<file path="config.mk">
export PLATFORM = sky130hd
export DESIGN_NAME = apb_cmd_master_flat
export DESIGN_NICKNAME = d
export VERILOG_FILES = /design/src/rtl/apb_cmd_master_if.sv /design/src/rtl/apb_cmd_master.sv /design/src/flat_wrapper.sv
export SDC_FILE = /design/constraint.sdc
export NUM_CORES = 1
export LEC_CHECK = 0
export ABC_AREA = 1
export CELL_PAD_IN_SITES_DETAIL_PLACEMENT = 0
export CELL_PAD_IN_SITES_GLOBAL_PLACEMENT = 1
export CORE_MARGIN = 5
export CORE_UTILIZATION = 34
export DETAILED_ROUTE_END_ITERATION = 6
export PLACE_DENSITY = 0.93
export SYNTH_ARGS = -nofsm -noshare
export SYNTH_HDL_FRONTEND = slang
export SYNTH_SLANG_ARGS = --single-unit
</file>
<file path="constraint.sdc">
create_clock -name PCLK -period 4 [get_ports PCLK]
set_input_delay 0.8 -clock PCLK [delete_from_list [all_inputs] [get_ports PCLK]]
set_output_delay 0.8 -clock PCLK [all_outputs]
set_load 0.01 [all_outputs]
</file>
<file path="src/rtl/apb_cmd_master_if.sv">
// Command, response and APB3 signal bundle for apb_cmd_master.
// master = the bridge itself, slave = requester plus peripheral side.
interface apb_cmd_master_if #(
  parameter int ADDR_W = 32,
  parameter int DATA_W = 32
);
  logic              req_valid;
  logic              req_ready;
  logic              req_write;
  logic [ADDR_W-1:0] req_addr;
  logic [DATA_W-1:0] req_wdata;

  logic              rsp_valid;
  logic              rsp_ready;
  logic [DATA_W-1:0] rsp_rdata;
  logic              rsp_err;
  logic              rsp_timeout;

  logic [ADDR_W-1:0] PADDR;
  logic              PSEL;
  logic              PENABLE;
  logic              PWRITE;
  logic [DATA_W-1:0] PWDATA;
  logic [DATA_W-1:0] PRDATA;
  logic              PREADY;
  logic              PSLVERR;

  modport master (
    input  req_valid, req_write, req_addr, req_wdata,
    output req_ready,
    output rsp_valid, rsp_rdata, rsp_err, rsp_timeout,
    input  rsp_ready,
    output PADDR, PSEL, PENABLE, PWRITE, PWDATA,
    input  PRDATA, PREADY, PSLVERR
  );

  modport slave (
    output req_valid, req_write, req_addr, req_wdata,
    input  req_ready,
    input  rsp_valid, rsp_rdata, rsp_err, rsp_timeout,
    output rsp_ready,
    input  PADDR, PSEL, PENABLE, PWRITE, PWDATA,
    output PRDATA, PREADY, PSLVERR
  );
endinterface

</file>
<file path="src/rtl/apb_cmd_master.sv">
// APB3 initiator: one valid/ready command in, one APB transfer out,
// one valid/ready response back, with a wait-state timeout.
module apb_cmd_master #(
  parameter int ADDR_W  = 32,
  parameter int DATA_W  = 32,
  parameter int TIMEOUT = 255
) (
  input  logic                PCLK,
  input  logic                PRESETN,
  apb_cmd_master_if.master    bus
);

  typedef enum logic [1:0] {
    IDLE,
    SETUP,
    ACCESS,
    RESP
  } state_t;

  localparam logic [15:0] TMO = 16'(TIMEOUT);

  state_t            state_q;
  logic [15:0]       cnt_q;
  logic [15:0]       cnt_d;
  logic              tmo_hit;

  logic [ADDR_W-1:0] paddr_q;
  logic [DATA_W-1:0] pwdata_q;
  logic              pwrite_q;
  logic              psel_q;
  logic              penable_q;

  logic              rvalid_q;
  logic [DATA_W-1:0] rdata_q;
  logic              err_q;
  logic              tmo_q;

  assign cnt_d   = (cnt_q == 16'hFFFF) ? cnt_q
                                       : cnt_q + 16'd1;
  assign tmo_hit = (TMO != 16'd0) && (cnt_q == TMO);

  // Held low while in reset even though the FSM already sits in IDLE.
  assign bus.req_ready   = PRESETN && (state_q == IDLE);

  assign bus.PADDR       = paddr_q;
  assign bus.PWDATA      = pwdata_q;
  assign bus.PWRITE      = pwrite_q;
  assign bus.PSEL        = psel_q;
  assign bus.PENABLE     = penable_q;
  assign bus.rsp_valid   = rvalid_q;
  assign bus.rsp_rdata   = rdata_q;
  assign bus.rsp_err     = err_q;
  assign bus.rsp_timeout = tmo_q;

  always_ff @(posedge PCLK or negedge PRESETN) begin
    if (!PRESETN) begin
      state_q   <= IDLE;
      cnt_q     <= '0;
      paddr_q   <= '0;
      pwdata_q  <= '0;
      pwrite_q  <= 1'b0;
      psel_q    <= 1'b0;
      penable_q <= 1'b0;
      rvalid_q  <= 1'b0;
      rdata_q   <= '0;
      err_q     <= 1'b0;
      tmo_q     <= 1'b0;
    end else begin
      unique case (state_q)
        IDLE: begin
          if (bus.req_valid) begin
            paddr_q  <= bus.req_addr;
            pwrite_q <= bus.req_write;
            pwdata_q <= bus.req_write ? bus.req_wdata
                                      : '0;
            psel_q   <= 1'b1;
            state_q  <= SETUP;
          end
        end
        SETUP: begin
          penable_q <= 1'b1;
          cnt_q     <= '0;
          state_q   <= ACCESS;
        end
        ACCESS: begin
          // PREADY takes priority over a timeout in the same cycle.
          if (bus.PREADY) begin
            psel_q    <= 1'b0;
            penable_q <= 1'b0;
            rdata_q   <= pwrite_q ? '0 : bus.PRDATA;
            err_q     <= bus.PSLVERR;
            tmo_q     <= 1'b0;
            rvalid_q  <= 1'b1;
            state_q   <= RESP;
          end else if (tmo_hit) begin
            psel_q    <= 1'b0;
            penable_q <= 1'b0;
            rdata_q   <= '0;
            err_q     <= 1'b1;
            tmo_q     <= 1'b1;
            rvalid_q  <= 1'b1;
            state_q   <= RESP;
          end else begin
            cnt_q <= cnt_d;
          end
        end
        RESP: begin
          if (bus.rsp_ready) begin
            rvalid_q <= 1'b0;
            state_q  <= IDLE;
          end
        end
        default: state_q <= IDLE;
      endcase
    end
  end

endmodule

</file>
<file path="src/flat_wrapper.sv">
// flat-port wrapper written by rule: the top's interface ports become plain ports
module apb_cmd_master_flat 
#(
  parameter int ADDR_W  = 32,
  parameter int DATA_W  = 32,
  parameter int TIMEOUT = 255
)
  (PCLK, PRESETN, bus_req_valid, bus_req_write, bus_req_addr, bus_req_wdata, bus_req_ready, bus_rsp_valid, bus_rsp_rdata, bus_rsp_err, bus_rsp_timeout, bus_rsp_ready, bus_PADDR, bus_PSEL, bus_PENABLE, bus_PWRITE, bus_PWDATA, bus_PRDATA, bus_PREADY, bus_PSLVERR);
  apb_cmd_master_if #(.ADDR_W(ADDR_W), .DATA_W(DATA_W)) bus_i ();
  input  logic PCLK;
  input  logic PRESETN;
  input wire logic [$bits(bus_i.req_valid)-1:0] bus_req_valid;
  input wire logic [$bits(bus_i.req_write)-1:0] bus_req_write;
  input wire logic [$bits(bus_i.req_addr)-1:0] bus_req_addr;
  input wire logic [$bits(bus_i.req_wdata)-1:0] bus_req_wdata;
  output wire logic [$bits(bus_i.req_ready)-1:0] bus_req_ready;
  output wire logic [$bits(bus_i.rsp_valid)-1:0] bus_rsp_valid;
  output wire logic [$bits(bus_i.rsp_rdata)-1:0] bus_rsp_rdata;
  output wire logic [$bits(bus_i.rsp_err)-1:0] bus_rsp_err;
  output wire logic [$bits(bus_i.rsp_timeout)-1:0] bus_rsp_timeout;
  input wire logic [$bits(bus_i.rsp_ready)-1:0] bus_rsp_ready;
  output wire logic [$bits(bus_i.PADDR)-1:0] bus_PADDR;
  output wire logic [$bits(bus_i.PSEL)-1:0] bus_PSEL;
  output wire logic [$bits(bus_i.PENABLE)-1:0] bus_PENABLE;
  output wire logic [$bits(bus_i.PWRITE)-1:0] bus_PWRITE;
  output wire logic [$bits(bus_i.PWDATA)-1:0] bus_PWDATA;
  input wire logic [$bits(bus_i.PRDATA)-1:0] bus_PRDATA;
  input wire logic [$bits(bus_i.PREADY)-1:0] bus_PREADY;
  input wire logic [$bits(bus_i.PSLVERR)-1:0] bus_PSLVERR;
  assign bus_i.req_valid = bus_req_valid;
  assign bus_i.req_write = bus_req_write;
  assign bus_i.req_addr = bus_req_addr;
  assign bus_i.req_wdata = bus_req_wdata;
  assign bus_req_ready = bus_i.req_ready;
  assign bus_rsp_valid = bus_i.rsp_valid;
  assign bus_rsp_rdata = bus_i.rsp_rdata;
  assign bus_rsp_err = bus_i.rsp_err;
  assign bus_rsp_timeout = bus_i.rsp_timeout;
  assign bus_i.rsp_ready = bus_rsp_ready;
  assign bus_PADDR = bus_i.PADDR;
  assign bus_PSEL = bus_i.PSEL;
  assign bus_PENABLE = bus_i.PENABLE;
  assign bus_PWRITE = bus_i.PWRITE;
  assign bus_PWDATA = bus_i.PWDATA;
  assign bus_i.PRDATA = bus_PRDATA;
  assign bus_i.PREADY = bus_PREADY;
  assign bus_i.PSLVERR = bus_PSLVERR;
  apb_cmd_master #(.ADDR_W(ADDR_W), .DATA_W(DATA_W), .TIMEOUT(TIMEOUT)) u_core (.PCLK(PCLK), .PRESETN(PRESETN), .bus(bus_i));
endmodule
</file>
=== After elaboration in Yosys (flattened, before gate mapping) ===
Index checks and enable logic that the tools add are counted.

* Flip-flop bits (word level): 120
* Latch bits: 0
* RAM bits: 0
* Memory bits (read-only): 0
* Input bits: 103
* Output and inout bits: 103
* Logic and storage cells: 60
* Memories: 0

* $add $sub $neg: 1
* Multipliers: 0
* Divide/modulo/power cells: 0
* Magnitude comparators: 0
* Equal/unequal tests: 11
* Shifts and indexed selects: 0
* Multiplexer cells: 24
* Bitwise logic cells: 0
* Reductions and logical operators: 13

{| class="wikitable"
|+ Operators with widths
! kind !! number
|-
| 2-to-1 mux 32 bit || 4
|-
| 2-to-1 mux 16 bit || 3
|-
| case mux 16 bit (2 select lines) || 1
|-
| adder 16 x 1 -> 16 bit (second input constant) || 1
|-
| equality test 16 bit (second input constant) || 1
|-
| equality test 16 x 8 -> 1 bit (second input constant) || 1
|-
| inequality test 2 bit (second input constant) || 5
|-
| AND reduction 3 bit || 3
|-
| 2-to-1 mux 1 bit || 8
|-
| 2-to-1 mux 2 bit || 4
|-
| case mux 2 bit (4 select lines) || 1
|-
| nonzero test 2 bit || 4
|-
| case mux 1 bit (2 select lines) || 3
|-
| AND reduction 2 bit || 3
|-
| equality test 2 bit (second input constant) || 2
|-
| AND reduction 4 bit || 1
|-
| inequality test 3 x 2 -> 1 bit (second input constant) || 1
|-
| equality test 2 x 1 -> 1 bit (second input constant) || 1
|-
| logical NOT 2 bit || 1
|-
| logical AND 1 bit || 1
|}

=== Logic depth before layout (Yosys ltp) ===
* Depth in word-level cells: 5
* Mapped depth: 10
* Mapped depth without buffers: 10

=== Worst setup path after synthesis ===
OpenSTA, ideal clock, no wires.

* Path type: in2out
* Start: input port PRESETN
* End: output port bus_req_ready
* Data arrival time: 0.918 ns
* Required time: 3.200 ns
* Setup slack: 2.282 ns
* Cell stages on the path: 2
* Path buffers: 0
* Cells stage by stage: nand2_1 inv_1

* Longest elaborated chain between the ends: 1

{| class="wikitable"
|+ RTL lines
! element !! RTL line !! source
|-
| start, declared || flat_wrapper.sv:11 || <nowiki>input logic PRESETN;</nowiki>
|-
| logical AND 1 bit || apb_cmd_master.sv:43 || <nowiki>assign bus.req_ready = PRESETN && (state_q == IDLE);</nowiki>
|-
| end, declared || flat_wrapper.sv:16 || <nowiki>output wire logic [$bits(bus_i.req_ready)-1:0] bus_req_ready;</nowiki>
|}

No other way between the ends.

=== Worst setup path after layout ===
* Start: register u_core.state_q[0]
* End: output port bus_req_ready

* Longest elaborated chain between the ends: 2

{| class="wikitable"
|+ RTL lines
! element !! RTL line !! source
|-
| start, declared || apb_cmd_master.sv:22 || <nowiki>state_t state_q;</nowiki>
|-
| start signal, assigned || apb_cmd_master.sv:57 || <nowiki>state_q <= IDLE;</nowiki>
|-
| start signal, assigned || apb_cmd_master.sv:77 || <nowiki>state_q <= SETUP;</nowiki>
|-
| start signal, assigned || apb_cmd_master.sv:83 || <nowiki>state_q <= ACCESS;</nowiki>
|-
| logical NOT 2 bit || apb_cmd_master.sv:43 ||
|-
| logical AND 1 bit || apb_cmd_master.sv:43 ||
|}

No other way between the ends.

==> impl_results.md <==
* Port Buf Inserts at around 210
* Post-route ant nets at 0
* # clock sinks at 120
* CP arrival at 1.90 ns
* Synth area leader: dfrtp_1
* Vias per cell at about 4.6
* Achievable Freq at 0.371 GHz
* CTS tree: yes
* All-Layer GR Usage at about 17%
* Crit path cell chain: inv_1, ha_1, nand2_1, inv_1, clkdlybuf4s50_1
* Die Span X at 134 microns
* Synth area leaders: dfrtp_1, nand2_1, o21ai_0, nand3_1, o21ai_1
* Crit end category: output port
* Non-Filler Cell Area, Final at 8040 sq um
* CP required at 3.20 ns
* DR DRC count at 0
* CTS clk-pin slew, worst paths at 0.06 ns
* Max-Cap Viols at 0
* Post-layout minimum cycle time at between 2 and 3 ns
* Fin crit share at 67.5%
* Die Y at 134 microns
* VDD IR-drop max at 0.000371 V
* CTS HTree Levels at 4
* Worst path slowest cell: clkdlybuf4s50_1
* GR Overflow Total at 0
* Drt first pass iters at 4
* Share of cells above drive strength 1 at 7.06%
* Largest family of logic cells by synthesized area: simple AND/OR/NAND/NOR gates
* Post-synthesis sequential area ratio at a little under three fifths
* Rel. slew slack at 33.1%
* Setup TNS at 0 ns
* Hold Vio Cnt, Final at 0
* Routability cong. at between 0.8 and 0.9
* Worst r2r path cells at 8
* Row Count at between 40 and 50
* Synth Area in Compound Gates at about 9%
* RSZ-0062 raised after global routing: false
* Fin cells at just over 1000
* Clock Root Buffer: clkbuf_16
* DRT iter0 DRCs at ~260
* DP Area at around 7500 sq um
* Antenna diodes at 0
* Vias at roughly 4800
* Layout Utilization at between 50% and 60%
* Hold path depth at 2
* Hold Crit Class: reg -> reg
* Leak at approximately 0.0036 uW
* Top cell type's share of synthesized area at a little under three fifths
* Cell count after synthesis at ~620
* Total routed wirelength at ~15000 microns
* Nets at around 930
* Area growth syn-to-layout at 52.9%
* Max incr delay on CP at 0.52 ns
* Yosys warnings at 0
* Area of the multi-input gates at between 2000 and 2500 sq um
* Hold_buf cts at 0
* Placed cell count at 992
* Setup bufs post-CTS at 0
* Xor/xnor share of the synthesized area at roughly 1.2%
* Most used cell, CP: inv_1
* Worst-path fanout max at 4
* Cell area after synthesis at approximately 5300 sq um
* P per Cell Area at about 720 nW/um^2
* Post-Syn Nets at roughly 730
* Initial antenna violation count at 0
* Number of global-route vias before repair at about 4800
* Top Ports at between 200 and 250
* Status: finished, final reports clean
* Synth Register Bits at 120
* Clk_lat worst skew at roughly 0.41 ns
* Avg Cell Area, Syn at between 8 and 9 sq um
* Multiplexer share of the synthesized area at 0%
* Cell variety after synth at 26
* CTS max path bufs at 2
* Largest net degree at the start of global routing at 62
* Simple-gate share of the synthesized area at between 20% and 30%
* Post-CTS sizing at 0
* Adder-cell area share of the yosys netlist at around 1.4%
* DIE AREA at roughly 18000 sq um
* Max Slew Vio Count at 0
* Starting density of the core at between 30% and 40%
* Kind of critical path: reg -> out
* WL/cell at about 15 microns
* FF+latch area at 3000 sq um
* Core Footprint at 15200 sq um
* Detailed placer's ending HPWL at approximately 11000 microns
* Total CTS buffers at 17
* Design Power at around 5800 uW
* First-pass GRT wire length at ~25000 microns
* Slew @ Worst Pin at 1.00 ns
* Fillcell total at ~1400
* Worst clock skew at just over 0.007 ns
* Setup crit start kind: flop
* Final-report setup violation count at 0
==> final timing paths <==
kind                                            to                  from  slack [ns]
setup / recovery                     bus_req_ready     u_core.state_q[0]        1.30
hold / removal                u_core.bus.PADDR[26]  u_core.bus.PADDR[26]        0.47
setup reg to reg           u_core.bus.rsp_rdata[3]       u_core.cnt_q[0]        1.94
hold reg to reg               u_core.bus.PADDR[26]  u_core.bus.PADDR[26]        0.47
max in group asynchronous     u_core.bus.PWDATA[9]               PRESETN        2.17
min in group asynchronous      u_core.bus.PADDR[9]               PRESETN        0.56
==> cells in the mapped netlist (all sizes together) <==
cell / instances
o21bai: 1
o22ai: 1
o211ai: 1
clkinv: 3
xor2: 7
ha: 6
or2: 2
nor2: 23
inv: 21
a21oi: 1
nand4: 2
dfrtp: 120
clkbuf: 25
nand3: 49
o21ai: 88
buf: 9
nand2: 264
==> worst max-delay path: cells and delay by family (launching register included) <==
kind / cells / cell delay, ns
fa+ha+maj: 1 / 0.28
buf+inv: 3 / 0.70
flops: 1 / 0.41
simple gates: 1 / 0.09
==> cells by family after synthesis <==
logic type | Yosys count
buffers and inverters | 58
xor gates and xnor gates | 7
and+or+nand+nor | 340
adders and majority gates | 6
AOI/OAI and AO/OA | 92
DFF | 120
==> cells in the final DEF, fill, tap and decap left out <==
master,count
buf_4,11
clkbuf_8,1
clkbuf_16,17
clkinv_1,2
o21ai_0,56
or2_2,2
xor2_1,7
clkinv_4,4
clkdlybuf4s50_1,204
a21oi_1,1
nor2_4,1
nand3_1,47
dfrtp_1,120
nand4_1,2
clkinvlp_4,3
nor2_1,22
ha_1,6
inv_6,2
o21bai_1,1
o22ai_1,1
o21ai_2,4
nand2_4,1
nand2_2,4
bufinv_16,2
o21ai_1,28
clkinv_2,4
inv_2,1
o211ai_1,1
nand2_1,259
nand3_2,2
inv_1,20
==> state kept, by name, indices dropped and copies added (netlist names) <==
signal                  cells
u_core.bus.rsp_timeout      1
u_core.bus.PWRITE           1
u_core.bus.PADDR           32
u_core.bus.rsp_valid        1
u_core.bus.PWDATA          32
u_core.bus.rsp_err          1
u_core.bus.rsp_rdata       32
u_core.state_q              2
u_core.bus.PENABLE          1
u_core.cnt_q               16
u_core.bus.PSEL             1
==> per-stage QoR <==
step	hold WS, ns	worst slack, ns
floorplan	0.492	2.28
global placement	0.461	1.47
detailed placement	0.465	1.44
CTS	0.481	1.22
global route	0.491	1.15
finish	0.473	1.30
==> layer usage <==
layer | vias up | part of all wire, % | GRT usage [%]
met5 | - | 0 | 0
met2 | 183 | 45 | 26.3
li1 | 2388 | - | -
met3 | 22 | 9.3 | 6.90
met1 | 2157 | 44 | 22.0
met4 | 0 | 1.6 | 6.50
==> layout make-up <==
cell class	instances	area share [%]
well taps	188	2.92
clock inverters	14	1.87
multi-input cells	445	24.9
flip-flops and latches	120	37.3
inverters	24	1.14
clock buffers	18	5.46
repair buffers	215	26.4
==> power breakdown <==
part	total [uW]	internal (uW)	switching, uW
logic	2300	1170	1130
registers	1970	1700	272
clock network	1510	935	575
total	5780	3800	1980
Power figures use the tool's default switching activity.
